`src/rtl/mac_frame_arbiter.sv`:
```
// Round-robin frame arbiter in front of a shared sum-of-squares accumulator.
// Each grant covers FRAME_LEN samples; the frame sum is returned tagged with the requester id.
module mac_frame_arbiter #(
  parameter int unsigned DATA_W    = 8,
  parameter int unsigned ACC_W     = 20,
  parameter int unsigned FRAME_LEN = 4
) (
  input  logic              clk,
  input  logic              reset,
  input  logic              req0_valid,
  input  logic [DATA_W-1:0] req0_a,
  output logic              req0_ready,
  input  logic              req1_valid,
  input  logic [DATA_W-1:0] req1_a,
  output logic              req1_ready,
  output logic              res_valid,
  input  logic              res_ready,
  output logic              res_id,
  output logic [ACC_W-1:0]  res_f,
  output logic              res_ovf
);

  localparam int unsigned CNT_W = $clog2(FRAME_LEN + 1);
  localparam int unsigned SQ_W  = 2 * DATA_W;
  localparam int unsigned SUM_W = ACC_W + 1;

  typedef enum logic [1:0] {IDLE, ACCUM, DRAIN, RESULT} state_t;

  state_t             state, state_n;
  logic               grant, grant_n;
  logic               rr_ptr, rr_ptr_n;
  logic [CNT_W-1:0]   count, count_n;
  logic [ACC_W-1:0]   acc, acc_n;
  logic               ovf, ovf_n;
  logic               s1_valid, s1_valid_n;
  logic [DATA_W-1:0]  s1_data, s1_data_n;
  logic               ready0_n, ready1_n;
  logic               res_valid_n, res_id_n, res_ovf_n;
  logic [ACC_W-1:0]   res_f_n;

  logic               accept_c;
  logic [DATA_W-1:0]  sample_c;
  logic [SQ_W-1:0]    square_c;
  logic [SUM_W-1:0]   sum_c;

  // Datapath: square of the stage-1 sample; the extra sum bit is the carry-out.
  always_comb begin
    accept_c = grant ? (req1_valid && req1_ready) : (req0_valid && req0_ready);
    sample_c = grant ? req1_a : req0_a;
    square_c = SQ_W'(s1_data) * SQ_W'(s1_data);
    sum_c    = {1'b0, acc} + SUM_W'(square_c);
  end

  always_comb begin
    state_n     = state;
    grant_n     = grant;
    rr_ptr_n    = rr_ptr;
    count_n     = count;
    acc_n       = acc;
    ovf_n       = ovf;
    s1_valid_n  = accept_c;
    s1_data_n   = s1_data;
    res_valid_n = res_valid;
    res_id_n    = res_id;
    res_f_n     = res_f;
    res_ovf_n   = res_ovf;

    if (s1_valid) begin
      acc_n = sum_c[ACC_W-1:0];
      ovf_n = ovf | sum_c[ACC_W];
    end
    if (accept_c) begin
      s1_data_n = sample_c;
      count_n   = count + CNT_W'(1);
    end

    case (state)
      IDLE: begin
        if (req0_valid || req1_valid) begin
          grant_n = (req0_valid && req1_valid) ? rr_ptr : req1_valid;
          acc_n   = '0;
          ovf_n   = 1'b0;
          count_n = '0;
          state_n = ACCUM;
        end
      end
      ACCUM: begin
        if (accept_c && count_n == CNT_W'(FRAME_LEN)) state_n = DRAIN;
      end
      DRAIN: state_n = RESULT;
      RESULT: begin
        // First RESULT cycle captures the finished sum; later cycles wait for the consumer.
        if (!res_valid) begin
          res_valid_n = 1'b1;
          res_id_n    = grant;
          res_f_n     = acc;
          res_ovf_n   = ovf;
        end else if (res_ready) begin
          res_valid_n = 1'b0;
          rr_ptr_n    = ~res_id;
          state_n     = IDLE;
        end
      end
      default: state_n = IDLE;
    endcase

    ready0_n = (state_n == ACCUM) && !grant_n;
    ready1_n = (state_n == ACCUM) && grant_n;
  end

  always_ff @(posedge clk) begin
    if (reset) begin
      state      <= IDLE;
      grant      <= 1'b0;
      rr_ptr     <= 1'b0;
      count      <= '0;
      acc        <= '0;
      ovf        <= 1'b0;
      s1_valid   <= 1'b0;
      s1_data    <= '0;
      req0_ready <= 1'b0;
      req1_ready <= 1'b0;
      res_valid  <= 1'b0;
      res_id     <= 1'b0;
      res_f      <= '0;
      res_ovf    <= 1'b0;
    end else begin
      state      <= state_n;
      grant      <= grant_n;
      rr_ptr     <= rr_ptr_n;
      count      <= count_n;
      acc        <= acc_n;
      ovf        <= ovf_n;
      s1_valid   <= s1_valid_n;
      s1_data    <= s1_data_n;
      req0_ready <= ready0_n;
      req1_ready <= ready1_n;
      res_valid  <= res_valid_n;
      res_id     <= res_id_n;
      res_f      <= res_f_n;
      res_ovf    <= res_ovf_n;
    end
  end

endmodule

```
`config.mk`:
```
export PLATFORM = sky130hd
export DESIGN_NAME = mac_frame_arbiter
export DESIGN_NICKNAME = d
export VERILOG_FILES = /design/src/rtl/mac_frame_arbiter.sv
export SDC_FILE = /design/constraint.sdc
export NUM_CORES = 1
export LEC_CHECK = 0
export BUFFER_PORTS_ARGS = -buffer_cell sky130_fd_sc_hd__buf_2
export CORE_MARGIN = 2
export CORE_UTILIZATION = 54
export DETAILED_ROUTE_END_ITERATION = 10
export HOLD_SLACK_MARGIN = 0.15
export PLACE_DENSITY_LB_ADDON = 0.12
export SLEW_MARGIN = 20
export SYNTH_ARGS = -nofsm -noshare
export SYNTH_HDL_FRONTEND = slang
export SYNTH_SLANG_ARGS = --single-unit
```
`constraint.sdc`:
```
create_clock -name clk -period 4.95 [get_ports clk]
set_clock_uncertainty 0.2 [all_clocks]
set_input_delay 0 -clock clk [delete_from_list [all_inputs] [get_ports clk]]
set_output_delay 0 -clock clk [all_outputs]
set_load 0.1 [all_outputs]
```
-- Yosys cells after proc, flatten, opt, wreduce, memory -nomap -nowiden
Cells that the tools add are included.
Widths: inputs -> output; s select.
- multipliers: 1
- $add $sub $neg: 2
- equality and inequality tests: 5
- reduce and logical (&&, ||, !) cells: 11
- bitwise gates (word level): 3
- mux-type cells: 21
- operators with widths (cell ; number):
    $mux 20 ; 3
    $add 20x16->21 ; 1
    $mul 8x8->16 ; 1
    $mux 1 ; 9
    $mux 3 ; 3
    $mux 2 ; 4
    $mux 8 ; 1
    $pmux 2 s4 ; 1
    $logic_and 1x1->1 ; 6
    $eq 2x1->1 const B ; 2
    $eq 2x2->1 const B ; 2
    $add 3x1->3 const B ; 1
    $eq 3x3->1 const B ; 1
    $reduce_and 3->1 ; 1
    $logic_not 2->1 ; 1
    $not 1->1 ; 2
    $reduce_and 2->1 ; 1
    $logic_not 1->1 ; 1
    $logic_or 1x1->1 ; 1
    $or 1x1->1 ; 1
- bits in registers: 62
- bits of input ports: 21

-- Logic depth before layout (Yosys ltp)
- depth in word-level cells: 9
- gate-level depth with buffers: 19
- depth with buffers taken out: 18

-- Worst setup path before layout
OpenSTA, ideal clock, no wires.
- path type: reg-to-reg
- start point: reg s1_data[1]
- end point: reg acc[16]
- path buffers: 0
- period minus slack after synthesis: 4.670 ns
- setup slack: 0.280 ns
- arrival time: 4.378 ns
- stages on the path, launching flop included: 18
- required time: 4.658 ns
- cells stage by stage: dfxtp_1 -> and2_1 -> inv_1 -> fa_1 -> inv_1 -> fa_1 -> fa_1 -> inv_1 -> fa_1 -> inv_1 -> ha_1 -> a21oi_2 -> nand2_1 -> a31oi_2 -> o21ai_2 -> o41a_1 -> and3_1 -> nor4_1
- cells in the longest elaborated chain, start to end: 5
- RTL lines (item ; RTL line ; text):
    start, declared ; 36 ; logic [DATA_W-1:0] s1_data, s1_data_n;
    start signal, assigned ; 135 ; s1_data <= s1_data_n;
    $mul 8x8->16 * ; 50 ; square_c = SQ_W'(s1_data) * SQ_W'(s1_data);
    $add 20x16->21 * ; 51 ; sum_c = {1'b0, acc} + SUM_W'(square_c);
    $mux 20 * ; 68 ; if (s1_valid) begin
    $mux 20 ; 79 ; if (req0_valid || req1_valid) begin
    $mux 20 * ; 77 ; case (state)
    end signal, assigned ; 132 ; acc <= acc_n;
    end, declared ; 33 ; logic [ACC_W-1:0] acc, acc_n;
Mark *: on every way between the ends. The rest lies on a longest branch, timed or not.
A chain may end at the register's enable or synchronous reset.

-- Worst setup path in the final report
- start point: reg s1_data[4]
- end point: reg ovf
- cells in the longest elaborated chain, start to end: 6
- RTL lines (item ; RTL line ; text):
    $mul 8x8->16 * ; 50 ;
    $add 20x16->21 * ; 51 ;
    $or 1x1->1 * ; 70 ; ovf_n = ovf | sum_c[ACC_W];
    $mux 1 * ; 68 ;
    $mux 1 ; 79 ;
    $mux 1 * ; 77 ;
    end signal, assigned ; 133 ; ovf <= ovf_n;
    end, declared ; 34 ; logic ovf, ovf_n;
Marks and branches as above.

==> flow_metrics.py <==
metrics = {
    "status": {
        "status": "finished clean",
    },
    "global_route": {
        "grt_pass1_wl_um": 18300,
        "grtUsageTotal_pct": 26.0,
        "grt-ovfl-total": 0,
        "antenna_found_initial": 0,
        "grt_max_degree": 39,
        "grt_pass1_vias": 4006,
    },
    "floorplan": {
        "fp.dieH_um": 96.5,
        "die_w_um": 96.5,
        "num_rows": 33,
        "coreArea_um2": 8260,
        "dieArea_um2": 9310,
        "initial_core_util_pct": 55.9,
        "num_io_pins": 46,
    },
    "yosys": {
        "syn_area_um2": 4620,
        "syn_nets": 640,
        "synth_seq_cells": 62,
        "async_reset_ff_share_pct": 0,
        "synth_ff_type": "dfxtp_1",
        "ys_warn_count": 0,
        "yosysSeqAreaShare_pct": 26.9,
        "synth_edf_count": 0,
        "synth_cell_types": 43,
        "avgSynthCellArea_um2": 8.60,
        "synthCells": 537,
    },
    "timing": {
        "hold_viol": 0,
        "fin_setup_tns_ps": 0,
        "max-slew-margin-rel_pct": 37.6,
        "final-max-slew-violation-count": 0,
        "final.period_utilization_pct": 96.8,
        "fmax_mhz": 209,
        "worst_pin_slew_ps": 936,
        "setup_viol": 0,
        "period_needed_ps": 4790,
        "timing.hold.ws_ps": 255,
    },
    "clock_tree": {
        "clockBufferDepth": 2,
        "cts_tree": "yes",
        "h-tree-depth": 3,
        "clk_latency_ps": 350,
        "cts_sinks": 62,
        "cts_buffers": 9,
        "clkTransAtPathRegs_ps": 80,
        "clockRootBuffer": "clkbuf_8",
    },
    "critical_path": {
        "slowest_delay_ps": 590,
        "r2r-start": "s1_data[4]",
        "r2r_slack_ps": 160,
        "critPathLaunchType": "flip-flop",
        "r2r-end": "ovf",
        "startpoint": "s1_data[4]",
        "cp_num_buf_inv": 3,
        "crit_slowest_cell": "fa_2",
        "critPathTopFamily": "adder cells",
        "setup.worst_path.end": "ovf",
        "cp.required_ps": 4940,
        "critPathCaptureType": "flip-flop",
        "worstPathArrival_ps": 4790,
        "crit_fanout": 6,
        "worstSetupPathType": "reg -> reg",
        "crit_chain": "buf_4, and2_1, fa_2, fa_2, fa_1, inv_1, fa_1, inv_1, ha_4, a21oi_4, nor2b_1, o21ai_1, o21ai_2, o41a_1, a311oi_2, nor3_1",
        "r2r_cells": 16,
        "path_depth": 16,
    },
    "route": {
        "drt_wl_total_um": 11000,
        "drt-initial-drc-count": 118,
        "vias": 3823,
        "drtPass1Iterations": 4,
        "vias_per_cell": 5.29,
        "antenna_left": 0,
        "drc": 0,
        "wire_per_inst_um": 15.2,
    },
    "pwr": {
        "power_leakage_nw": 2.60,
        "p_comb_share_pct": 17.3,
        "peakVddDrop_uv": 134,
        "internal_power_mw": 0.792,
        "seq_power_share_pct": 45.3,
        "power_mw": 1.16,
        "clockPowerShare_pct": 37.3,
        "switching_share_pct": 31.6,
        "powerDensity_nw_per_um2": 208,
        "power_switching_mw": 0.366,
    },
    "cells_and_area": {
        "final_util_pct": 67.5,
        "fill_cells": 724,
        "multiInputGateArea_um2": 3110,
        "final_common_cell": "inv_1",
        "final-seq-area_um2": 1250,
        "area_delta_synth_final_pct": 20.7,
        "finalNetCount": 716,
        "diodes": 0,
        "mostFrequentLayoutCells": "inv_1 (74), nand2_1 (70), dfxtp_1 (54)",
        "drive_gt1_share_pct": 16.2,
    },
    "flow_run": {
        "maxCapViolations": 0,
    },
    "worst_hold_path": {
        "hp-class": "reg -> reg",
    },
    "place": {
        "io_buffers": 45,
        "globalplace.congestion": 0.894,
        "dp_hpwl_um": 8090,
    },
}
## cell usage after synthesis (6+ instances only)
master / count / area share [%]
ha_1: 45 / 12
and2_1: 21 / 2.8
dfxtp_1: 62 / 27
fa_1: 37 / 16
a21oi_1: 35 / 3.8
mux2i_1: 24 / 5.2
xor2_1: 11 / 2.1
nand3_1: 8 / 0.87
nor2b_1: 6 / 0.81
clkbuf_1: 19 / 1.5
nor2_1: 46 / 3.7
inv_1: 74 / 6.0
xnor2_1: 12 / 2.3
o21ai_0: 7 / 0.76
a211oi_1: 12 / 2.0
nand2_1: 70 / 5.7
## worst register-to-register path, cell delays in order (launching register included)
cell and delay [ps]:
dfxtp_2 340, buf_4 150, and2_1 150, fa_2 590, fa_2 480, fa_1 550, inv_1 60, fa_1 540
inv_1 60, ha_4 240, a21oi_4 150, nor2b_1 60, o21ai_1 160, o21ai_2 100, o41a_1 470, a311oi_2 270
nor3_1 70
## timing repair
item	4_1_cts	5_1_grt
hold buffers	29	0
resized for setup	0	26
endpoints found under the hold margin	44	0
endpoints found under the setup margin	0	9
buffers inserted	0	1
## cell families after synthesis
logic type	after synthesis	share of synthesized area [%]
XOR/XNOR	23	4.36
buffers and inverters	96	7.80
adder cells (fa/ha/maj)	82	28.2
AO/OA/AOI/OAI	76	10.3
flip-flops	62	26.9
multiplexers	24	5.20
AND/OR/NAND/NOR	174	17.3
## metal layers
layer | part of all wire, % | vias up | wire length [µm] | track usage [%]
li1 | - | 1886 | - | -
met1 | 43 | 1871 | 4690 | 30.1
met2 | 53 | 48 | 5830 | 49.4
met3 | 1.8 | 18 | 199 | 3.96
met4 | 2.3 | 0 | 252 | 7.39
met5 | 0 | - | 0 | 0
## worst min-delay path by stage
stage	endpoint	startpoint	cells past startpoint	slack, ps
detailed placement	s1_data[2]	req0_a[2]	3	150
CTS	res_f[10]	res_f[10]	2	260
global route	res_f[10]	res_f[10]	2	280
floorplan	state[1]	res_ready	3	6
global placement	state[1]	res_ready	4	140
finish	res_f[10]	res_f[10]	2	260
## sequential cells by signal, summed over array words and instances (netlist names)
register and flops:
acc 20, res_f 20, s1_data 8, count 3, state 2, grant 1
ovf 1, req0_ready 1, req1_ready 1, res_id 1, res_ovf 1, res_valid 1
rr_ptr 1, s1_valid 1
## power by group through the flow
stage / combinational [mW] / sequential [mW] / clock, mW
floorplan: 0.118 / 0.536 / 0
global placement: 0.162 / 0.535 / 0
detailed placement: 0.169 / 0.536 / 0
CTS: 0.190 / 0.524 / 0.441
global route: 0.225 / 0.527 / 0.462
finish: 0.201 / 0.525 / 0.432
## metrics by stage
stage	instances	area [µm²]	setup slack, ps
6_report	723	5570	156
5_1_grt	723	5570	-36.3
3_5_place_dp	677	4980	74.1
2_1_floorplan	537	4620	280
4_1_cts	722	5460	28.9
3_3_place_gp	677	4980	203
## area by class of cell
class,instances,area share (%)
clock inverters,7,1.10
well taps,105,2.36
clock buffers,9,2.22
flip-flops and latches,62,22.5
multi-input cells,379,55.8
repair buffers,87,11.0
inverters,74,4.98
Note: power is estimated with default switching activity, not from simulation.
